--- src/rtl/pea_cfg_ctrl_if.sv ---
// Configuration word stream into the PEA controller: valid/ready handshake,
// one header word followed by one control word per PE, last on the final word.
interface pea_cfg_ctrl_if #(
  parameter int CFG_W = 32
);
  logic             cfg_valid;
  logic             cfg_ready;
  logic [CFG_W-1:0] cfg_data;
  logic             cfg_last;

  modport master (
    output cfg_valid,
    output cfg_data,
    output cfg_last,
    input  cfg_ready
  );

  modport slave (
    input  cfg_valid,
    input  cfg_data,
    input  cfg_last,
    output cfg_ready
  );
endinterface

--- src/rtl/pea_cfg_ctrl.sv ---
// PEA configuration and run controller.
// A loader fills a shadow bank (header + one word per PE). A separate run FSM
// commits the shadow bank into the active bank on start and counts output
// samples until the programmed iteration count is reached.
//
// Loader FSM
//   state   | meaning
//   LD_HDR  | waiting for header word (iter_cnt, acc_val)
//   LD_PE   | receiving per-PE control words, idx selects the PE
//   LD_FULL | shadow bank complete, waiting for commit
//
// Run FSM
//   state      | meaning
//   RUN_IDLE   | no kernel running, commit allowed
//   RUN_ACTIVE | PEA enabled, counting output samples
module pea_cfg_ctrl #(
  parameter int N_PE          = 16,
  parameter int N_CFG_BITS_PE = 12,
  parameter int CFG_W         = 32
) (
  input  logic                            clk_i,
  input  logic                            rst_i,
  pea_cfg_ctrl_if.slave                   cfg,
  input  logic                            start_i,
  input  logic                            abort_i,
  input  logic                            out_valid_i,
  output logic [N_PE*N_CFG_BITS_PE-1:0]   ctrl_pe_o,
  output logic [7:0]                      reg_acc_value_o,
  output logic                            pea_en_o,
  output logic                            busy_o,
  output logic                            done_o,
  output logic                            cfg_err_o
);

  localparam int IDX_W = (N_PE > 1) ? $clog2(N_PE) : 1;
  localparam logic [IDX_W-1:0] IDX_LAST = IDX_W'(N_PE - 1);

  typedef enum logic [1:0] {LD_HDR, LD_PE, LD_FULL} ld_state_t;
  typedef enum logic {RUN_IDLE, RUN_ACTIVE} run_state_t;

  ld_state_t  ld_state_q, ld_state_d;
  run_state_t run_state_q, run_state_d;

  logic [IDX_W-1:0]          idx_q;
  logic [N_CFG_BITS_PE-1:0]  shadow_q [N_PE];
  logic [15:0]               sh_iter_q;
  logic [7:0]                sh_acc_q;

  logic [N_PE*N_CFG_BITS_PE-1:0] act_q;
  logic [7:0]                    acc_q;
  logic [15:0]                   iter_q;
  logic [15:0]                   smp_cnt_q;
  logic                          done_q;
  logic                          err_q;

  logic cfg_ready;
  logic hs;
  logic commit;
  logic frame_err;
  logic hdr_we;
  logic pe_we;
  logic idx_inc;
  logic idx_clr;
  logic run_end;
  logic cnt_inc;
  logic do_abort;

  // Upper header bits carry no meaning for this controller.
  logic unused_cfg_bits;
  assign unused_cfg_bits = ^cfg.cfg_data;

  assign cfg_ready     = (ld_state_q != LD_FULL);
  assign cfg.cfg_ready = cfg_ready;
  assign hs            = cfg.cfg_valid && cfg_ready;
  assign commit        = start_i && (ld_state_q == LD_FULL) && (run_state_q == RUN_IDLE);
  assign do_abort      = (run_state_q == RUN_ACTIVE) && abort_i;

  // State registers for both FSMs.
  always_ff @(posedge clk_i) begin
    if (rst_i) begin
      ld_state_q  <= LD_HDR;
      run_state_q <= RUN_IDLE;
    end else begin
      ld_state_q  <= ld_state_d;
      run_state_q <= run_state_d;
    end
  end

  // Loader next state: header, PE words, framing check on the last flag.
  always_comb begin
    ld_state_d = ld_state_q;
    frame_err  = 1'b0;
    hdr_we     = 1'b0;
    pe_we      = 1'b0;
    idx_inc    = 1'b0;
    idx_clr    = 1'b0;
    case (ld_state_q)
      LD_HDR: begin
        if (hs) begin
          if (cfg.cfg_last) begin
            frame_err = 1'b1;
          end else begin
            hdr_we     = 1'b1;
            idx_clr    = 1'b1;
            ld_state_d = LD_PE;
          end
        end
      end
      LD_PE: begin
        if (hs) begin
          pe_we = 1'b1;
          if (idx_q == IDX_LAST) begin
            if (cfg.cfg_last) begin
              ld_state_d = LD_FULL;
            end else begin
              frame_err  = 1'b1;
              ld_state_d = LD_HDR;
            end
          end else if (cfg.cfg_last) begin
            frame_err  = 1'b1;
            ld_state_d = LD_HDR;
          end else begin
            idx_inc = 1'b1;
          end
        end
      end
      LD_FULL: begin
        if (commit) ld_state_d = LD_HDR;
      end
      default: ld_state_d = LD_HDR;
    endcase
  end

  // Run next state: abort wins over end-of-run; iter_cnt of zero ends at once.
  always_comb begin
    run_state_d = run_state_q;
    run_end     = 1'b0;
    cnt_inc     = 1'b0;
    case (run_state_q)
      RUN_IDLE: begin
        if (commit) run_state_d = RUN_ACTIVE;
      end
      RUN_ACTIVE: begin
        if (abort_i) begin
          run_state_d = RUN_IDLE;
        end else if ((iter_q == 16'd0) ||
                     (out_valid_i && (smp_cnt_q == iter_q - 16'd1))) begin
          run_end     = 1'b1;
          run_state_d = RUN_IDLE;
        end else if (out_valid_i) begin
          cnt_inc = 1'b1;
        end
      end
      default: run_state_d = RUN_IDLE;
    endcase
  end

  // Shadow bank, PE index and sticky framing error.
  always_ff @(posedge clk_i) begin
    if (rst_i) begin
      idx_q     <= '0;
      sh_iter_q <= '0;
      sh_acc_q  <= '0;
      err_q     <= 1'b0;
      for (int i = 0; i < N_PE; i++) shadow_q[i] <= '0;
    end else begin
      if (idx_clr) idx_q <= '0;
      else if (idx_inc) idx_q <= idx_q + IDX_W'(1);
      if (hdr_we) begin
        sh_iter_q <= cfg.cfg_data[15:0];
        sh_acc_q  <= cfg.cfg_data[23:16];
      end
      if (pe_we) shadow_q[idx_q] <= cfg.cfg_data[N_CFG_BITS_PE-1:0];
      if (frame_err) err_q <= 1'b1;
    end
  end

  // Active bank, sample counter and done pulse.
  always_ff @(posedge clk_i) begin
    if (rst_i) begin
      act_q     <= '0;
      acc_q     <= '0;
      iter_q    <= '0;
      smp_cnt_q <= '0;
      done_q    <= 1'b0;
    end else begin
      done_q <= run_end;
      if (commit) begin
        for (int i = 0; i < N_PE; i++)
          act_q[i*N_CFG_BITS_PE +: N_CFG_BITS_PE] <= shadow_q[i];
        acc_q     <= sh_acc_q;
        iter_q    <= sh_iter_q;
        smp_cnt_q <= '0;
      end else begin
        if (do_abort) act_q <= '0;
        if (cnt_inc) smp_cnt_q <= smp_cnt_q + 16'd1;
      end
    end
  end

  assign ctrl_pe_o       = act_q;
  assign reg_acc_value_o = acc_q;
  assign pea_en_o        = (run_state_q == RUN_ACTIVE);
  assign busy_o          = (run_state_q == RUN_ACTIVE);
  assign done_o          = done_q;
  assign cfg_err_o       = err_q;

endmodule

--- src/flat_wrapper.sv ---
// flat-port wrapper written by rule: the top's interface ports become plain ports
module pea_cfg_ctrl_flat 
#(
  parameter int N_PE          = 16,
  parameter int N_CFG_BITS_PE = 12,
  parameter int CFG_W         = 32
)
  (clk_i, rst_i, start_i, abort_i, out_valid_i, ctrl_pe_o, reg_acc_value_o, pea_en_o, busy_o, done_o, cfg_err_o, cfg_cfg_valid, cfg_cfg_data, cfg_cfg_last, cfg_cfg_ready);
  pea_cfg_ctrl_if #(.CFG_W(CFG_W)) cfg_i ();
  input  logic clk_i;
  input  logic rst_i;
  input  logic start_i;
  input  logic abort_i;
  input  logic out_valid_i;
  output logic [N_PE*N_CFG_BITS_PE-1:0] ctrl_pe_o;
  output logic [7:0] reg_acc_value_o;
  output logic pea_en_o;
  output logic busy_o;
  output logic done_o;
  output logic cfg_err_o;
  input wire logic [$bits(cfg_i.cfg_valid)-1:0] cfg_cfg_valid;
  input wire logic [$bits(cfg_i.cfg_data)-1:0] cfg_cfg_data;
  input wire logic [$bits(cfg_i.cfg_last)-1:0] cfg_cfg_last;
  output wire logic [$bits(cfg_i.cfg_ready)-1:0] cfg_cfg_ready;
  assign cfg_i.cfg_valid = cfg_cfg_valid;
  assign cfg_i.cfg_data = cfg_cfg_data;
  assign cfg_i.cfg_last = cfg_cfg_last;
  assign cfg_cfg_ready = cfg_i.cfg_ready;
  pea_cfg_ctrl #(.N_PE(N_PE), .N_CFG_BITS_PE(N_CFG_BITS_PE), .CFG_W(CFG_W)) u_core (.clk_i(clk_i), .rst_i(rst_i), .cfg(cfg_i), .start_i(start_i), .abort_i(abort_i), .out_valid_i(out_valid_i), .ctrl_pe_o(ctrl_pe_o), .reg_acc_value_o(reg_acc_value_o), .pea_en_o(pea_en_o), .busy_o(busy_o), .done_o(done_o), .cfg_err_o(cfg_err_o));
endmodule
--- config.mk ---
export PLATFORM = sky130hd
export DESIGN_NAME = pea_cfg_ctrl_flat
export DESIGN_NICKNAME = d
export VERILOG_FILES = /design/src/rtl/pea_cfg_ctrl_if.sv /design/src/rtl/pea_cfg_ctrl.sv /design/src/flat_wrapper.sv
export SDC_FILE = /design/constraint.sdc
export NUM_CORES = 1
export LEC_CHECK = 0
export CAP_MARGIN = 10
export CORE_MARGIN = 4
export CORE_UTILIZATION = 45
export CTS_CLUSTER_DIAMETER = 80
export DETAILED_ROUTE_END_ITERATION = 6
export HOLD_SLACK_MARGIN = 0.03
export PLACE_DENSITY = 0.68
export SLEW_MARGIN = 20
export SYNTH_ARGS = -nofsm -noshare
export SYNTH_HDL_FRONTEND = slang
export SYNTH_SLANG_ARGS = --single-unit
export TNS_END_PERCENT = 10
--- constraint.sdc ---
create_clock -name clk_i -period 3.6 [get_ports clk_i]
set_input_delay 0.72 -clock clk_i [delete_from_list [all_inputs] [get_ports clk_i]]
set_output_delay 0.72 -clock clk_i [all_outputs]
set_load 0.005 [all_outputs]
==> flow_summary_export.csv <==
group,metric,value,unit
outcome,status,"finished clean",
logic_synthesis,syn_avg_cell_area,11.0,um^2
die,die_w,203,um
grt,grt_pass1_wl,68.7,mm
power_and_ir_drop,p_per_area,492,nW/um^2
logic_synthesis,yosysUniqueCellTypes,47,
grt,grt_usage,21.0,%
die,dieArea,41100,um^2
min_path,hold_path_class,"reg -> reg",
die,die_h,203,um
logic_synthesis,muxShareOfSynthArea,0.117,%
power_and_ir_drop,power_frac_seq,52.3,%
sta,hold_viol_final,0,
sta,finalMaxSlewViolations,0,
die,core-area,37500,um^2
grt,grt_pass1_vias,12000,
cts,cts_setup_buffers,0,
worst_setup_path,end_kind,"flop",
grt,gr-total-overflow,0,
logic_synthesis,syn_area,17000,um^2
power_and_ir_drop,switchingPower,2220,uW
sta,worst_pin_slew,1.06,ns
power_and_ir_drop,leakage,0.00758,uW
logic_synthesis,syn-num-nets,1591,
cts,numClockSinks,457,
logic_synthesis,synth_xor_area_share,0.925,%
cts,insertion_delay,0.56,ns
worst_setup_path,r2r_slack,0.55,ns
sta,relSlewSlack,29.1,%
power_and_ir_drop,ir_drop,386,uV
cts,cts_buffers,48,
cells_and_area,fin_area,21500,um^2
sta,setup_tns,0,ns
sta,clock.fmax,327,MHz
die,fp-row-count,71,
logic_synthesis,synth_area_leaders,"edfxtp_1 (34%), dfxtp_1 (31%), a22oi_1 (8.5%)",
place,dpl-instance-area,19900,um^2
power_and_ir_drop,clkPwrFrac,45.3,%
cells_and_area,nFillCells,3192,
logic_synthesis,yosys.area.top_type,"edfxtp_1",
logic_synthesis,synth_compound_area_share,12.1,%
sta,grt_setup_unrepaired,"false",
power_and_ir_drop,intPower,8350,uW
logic_synthesis,synth_edf_count,192,
drt,drt_wl_total,44.7,mm
worst_setup_path,path_class,"reg -> reg",
logic_synthesis,syn_inst,1544,
logic_synthesis,synthTopCellsByCount,"dfxtp_1 (265), nor2_1 (216), and2_1 (195), a22oi_1 (193), edfxtp_1 (192)",
worst_setup_path,cp_max_fo,32,
sta,finalCritPeriodShare,84.9,%
drt,avgRoutedWirePerCell,19.4,um
place,io_buffers,235,
cells_and_area,regArea,11100,um^2
logic_synthesis,yosysMostFrequentCell,"dfxtp_1",
drt,drtPass1Iterations,7,
logic_synthesis,yosys_warnings,0,
drt,routed_via_density,5.36,
cts,cts.repair.resized,0,
logic_synthesis,ys.flop_type,"dfxtp_1",
flow_run,maxCapViolCount,0,
drt,ant_nets,0,
place,gp_congestion,0.828,
logic_synthesis,synthSimpleGateAreaFrac,18.3,%
drt,drt-initial-drc-count,1049,
cells_and_area,fin_cells,2298,
drt,vias,12300,
cts,path_clk_slew,0.06,ns
worst_setup_path,worstPathRequired,4.02,ns
logic_synthesis,synth_top_area_share,33.8,%
cts,cts.path.max_buffers,3,
cts,root_buffer,"clkbuf_16",
cells_and_area,drive_above_1_share,7.45,%
cts,hold_buffers,0,
cells_and_area,multi_input_area,5480,um^2
place,dp_hpwl,26.9,mm
place,dp_cells,2207,
sta,setup_viol,0,
power_and_ir_drop,share_comb_of_total_power,2.5,%
power_and_ir_drop,finalPower,10600,uW
logic_synthesis,synth_top_family_by_area,"simple AND/OR/NAND/NOR gates",
power_and_ir_drop,netSwitchingFraction,21.0,%
die,io_pins,244,
cts,cts_tree,"built",
worst_setup_path,arrival,3.48,ns
drt,drc,0,
cells_and_area,fin_nets,1793,
logic_synthesis,synth_fa_ha_area_share,0.587,%
sta,fin_crit,3.05,ns
logic_synthesis,async_reset_ff_share,0,%
logic_synthesis,ys_seq_elements,457,
sta,fin_skew,0.0194,ns
worst_setup_path,start_kind,"flop",
grt,grt_max_degree,132,
grt,antenna_found_initial,6,
logic_synthesis,ys_seq_area_share,64.9,%
die,start_util,45.5,%
cts,cts_max_level,2,
cells_and_area,syn_to_final_growth,25.9,%
==> cell type report <==
type / count / share of cell area, %
multi-input cells: 957 / 25.5
well taps: 511 / 2.98
flip-flops and latches: 457 / 51.6
diodes: 2 / 0.0233
clock buffers: 71 / 6.42
repair buffers: 274 / 12.6
clock inverters: 18 / 0.735
inverters: 8 / 0.140
==> registers in the layout, indices dropped and copies added (netlist names) <==
signal / count
u_core.shadow_q: 192
u_core.smp_cnt_q: 16
u_core.ld_state_q: 2
u_core.ctrl_pe_o: 192
u_core.busy_o: 1
u_core.idx_q: 4
u_core.sh_acc_q: 8
u_core.sh_iter_q: 16
u_core.reg_acc_value_o: 8
u_core.done_o: 1
u_core.iter_q: 16
u_core.cfg_err_o: 1
==> layout by cell type (no fill, tap or decap), types with 4 or more instances in the layout <==
cell type / n
or2_2: 16
nor2b_1: 6
clkbuf_1: 14
buf_4: 34
clkdlybuf4s50_1: 233
and2_1: 195
edfxtp_1: 192
nand4_1: 8
clkinv_2: 6
dfxtp_1: 265
nand3_1: 10
a22oi_1: 193
o21ai_1: 9
nor2_1: 216
nand2b_1: 6
nor3_1: 17
inv_1: 8
buf_12: 5
nand2_1: 118
ha_1: 8
clkbuf_16: 48
a21oi_1: 66
o211ai_1: 4
xnor2_1: 11
o31ai_1: 8
clkbuf_8: 10
or4_1: 11
and3_1: 5
or3_1: 12
clkinv_1: 5
xor2_1: 7
==> per-layer routing <==
metal / GRT usage, % / part of all wire, % / vias to the layer above
li1: - / - / 5814
met5: 0 / 0 / -
met1: 29.9 / 44 / 5963
met4: 6.16 / 2.5 / 0
met3: 4.18 / 7.7 / 75
met2: 33.0 / 46 / 458
==> metrics by stage <==
stage	hold WS (ns)	util (%)	setup WS [ns]
finish	0.451	57.2	0.545
global route	0.461	57.2	0.255
CTS	0.450	57.2	0.568
detailed placement	0.442	53.2	0.363
global placement	0.439	53.2	0.433
floorplan	0.432	-	1.12
==> cells by family after synthesis <==
group                    count (synthesis)
XOR/XNOR                                18
AND/OR/NAND/NOR                        631
flip-flops                             457
AO/OA/AOI/OAI                          298
adder cells (fa/ha/maj)                  8
multiplexers                             2
buffers and inverters                  130
==> power groups by stage <==
| stage | combinational, uW | clock (uW) | sequential [uW] |
|---|---|---|---|
| floorplan | 125 | 0 | 5620 |
| global placement | 261 | 0 | 5630 |
| detailed placement | 265 | 0 | 5630 |
| CTS | 266 | 4880 | 5520 |
| global route | 285 | 5100 | 5530 |
| finish | 262 | 4780 | 5520 |
==> critical path, stage by stage, from the launching register on <==
cell and delay (ns):
dfxtp_1 0.40, nor3_1 0.67, nand2_1 0.22, or4_1 0.57
a22oi_2 0.22, o2111a_2 0.56, or4_1 0.19, a21oi_1 0.07
==> final timing paths <==
path / start / to / depth (start not counted)
worst max register to register: u_core.iter_q[2]$_SDFFE_PP0P_ / u_core.smp_cnt_q[12]$_SDFFE_PP0P_ / 7
worst min-delay path: u_core.sh_iter_q[6]$_SDFFE_PP0P_ / u_core.iter_q[6]$_SDFFE_PP0P_ / 2
worst max-delay path: u_core.iter_q[2]$_SDFFE_PP0P_ / u_core.smp_cnt_q[12]$_SDFFE_PP0P_ / 7
worst min register to register: u_core.sh_iter_q[6]$_SDFFE_PP0P_ / u_core.iter_q[6]$_SDFFE_PP0P_ / 2
Note: power is estimated with default switching activity, not from simulation.
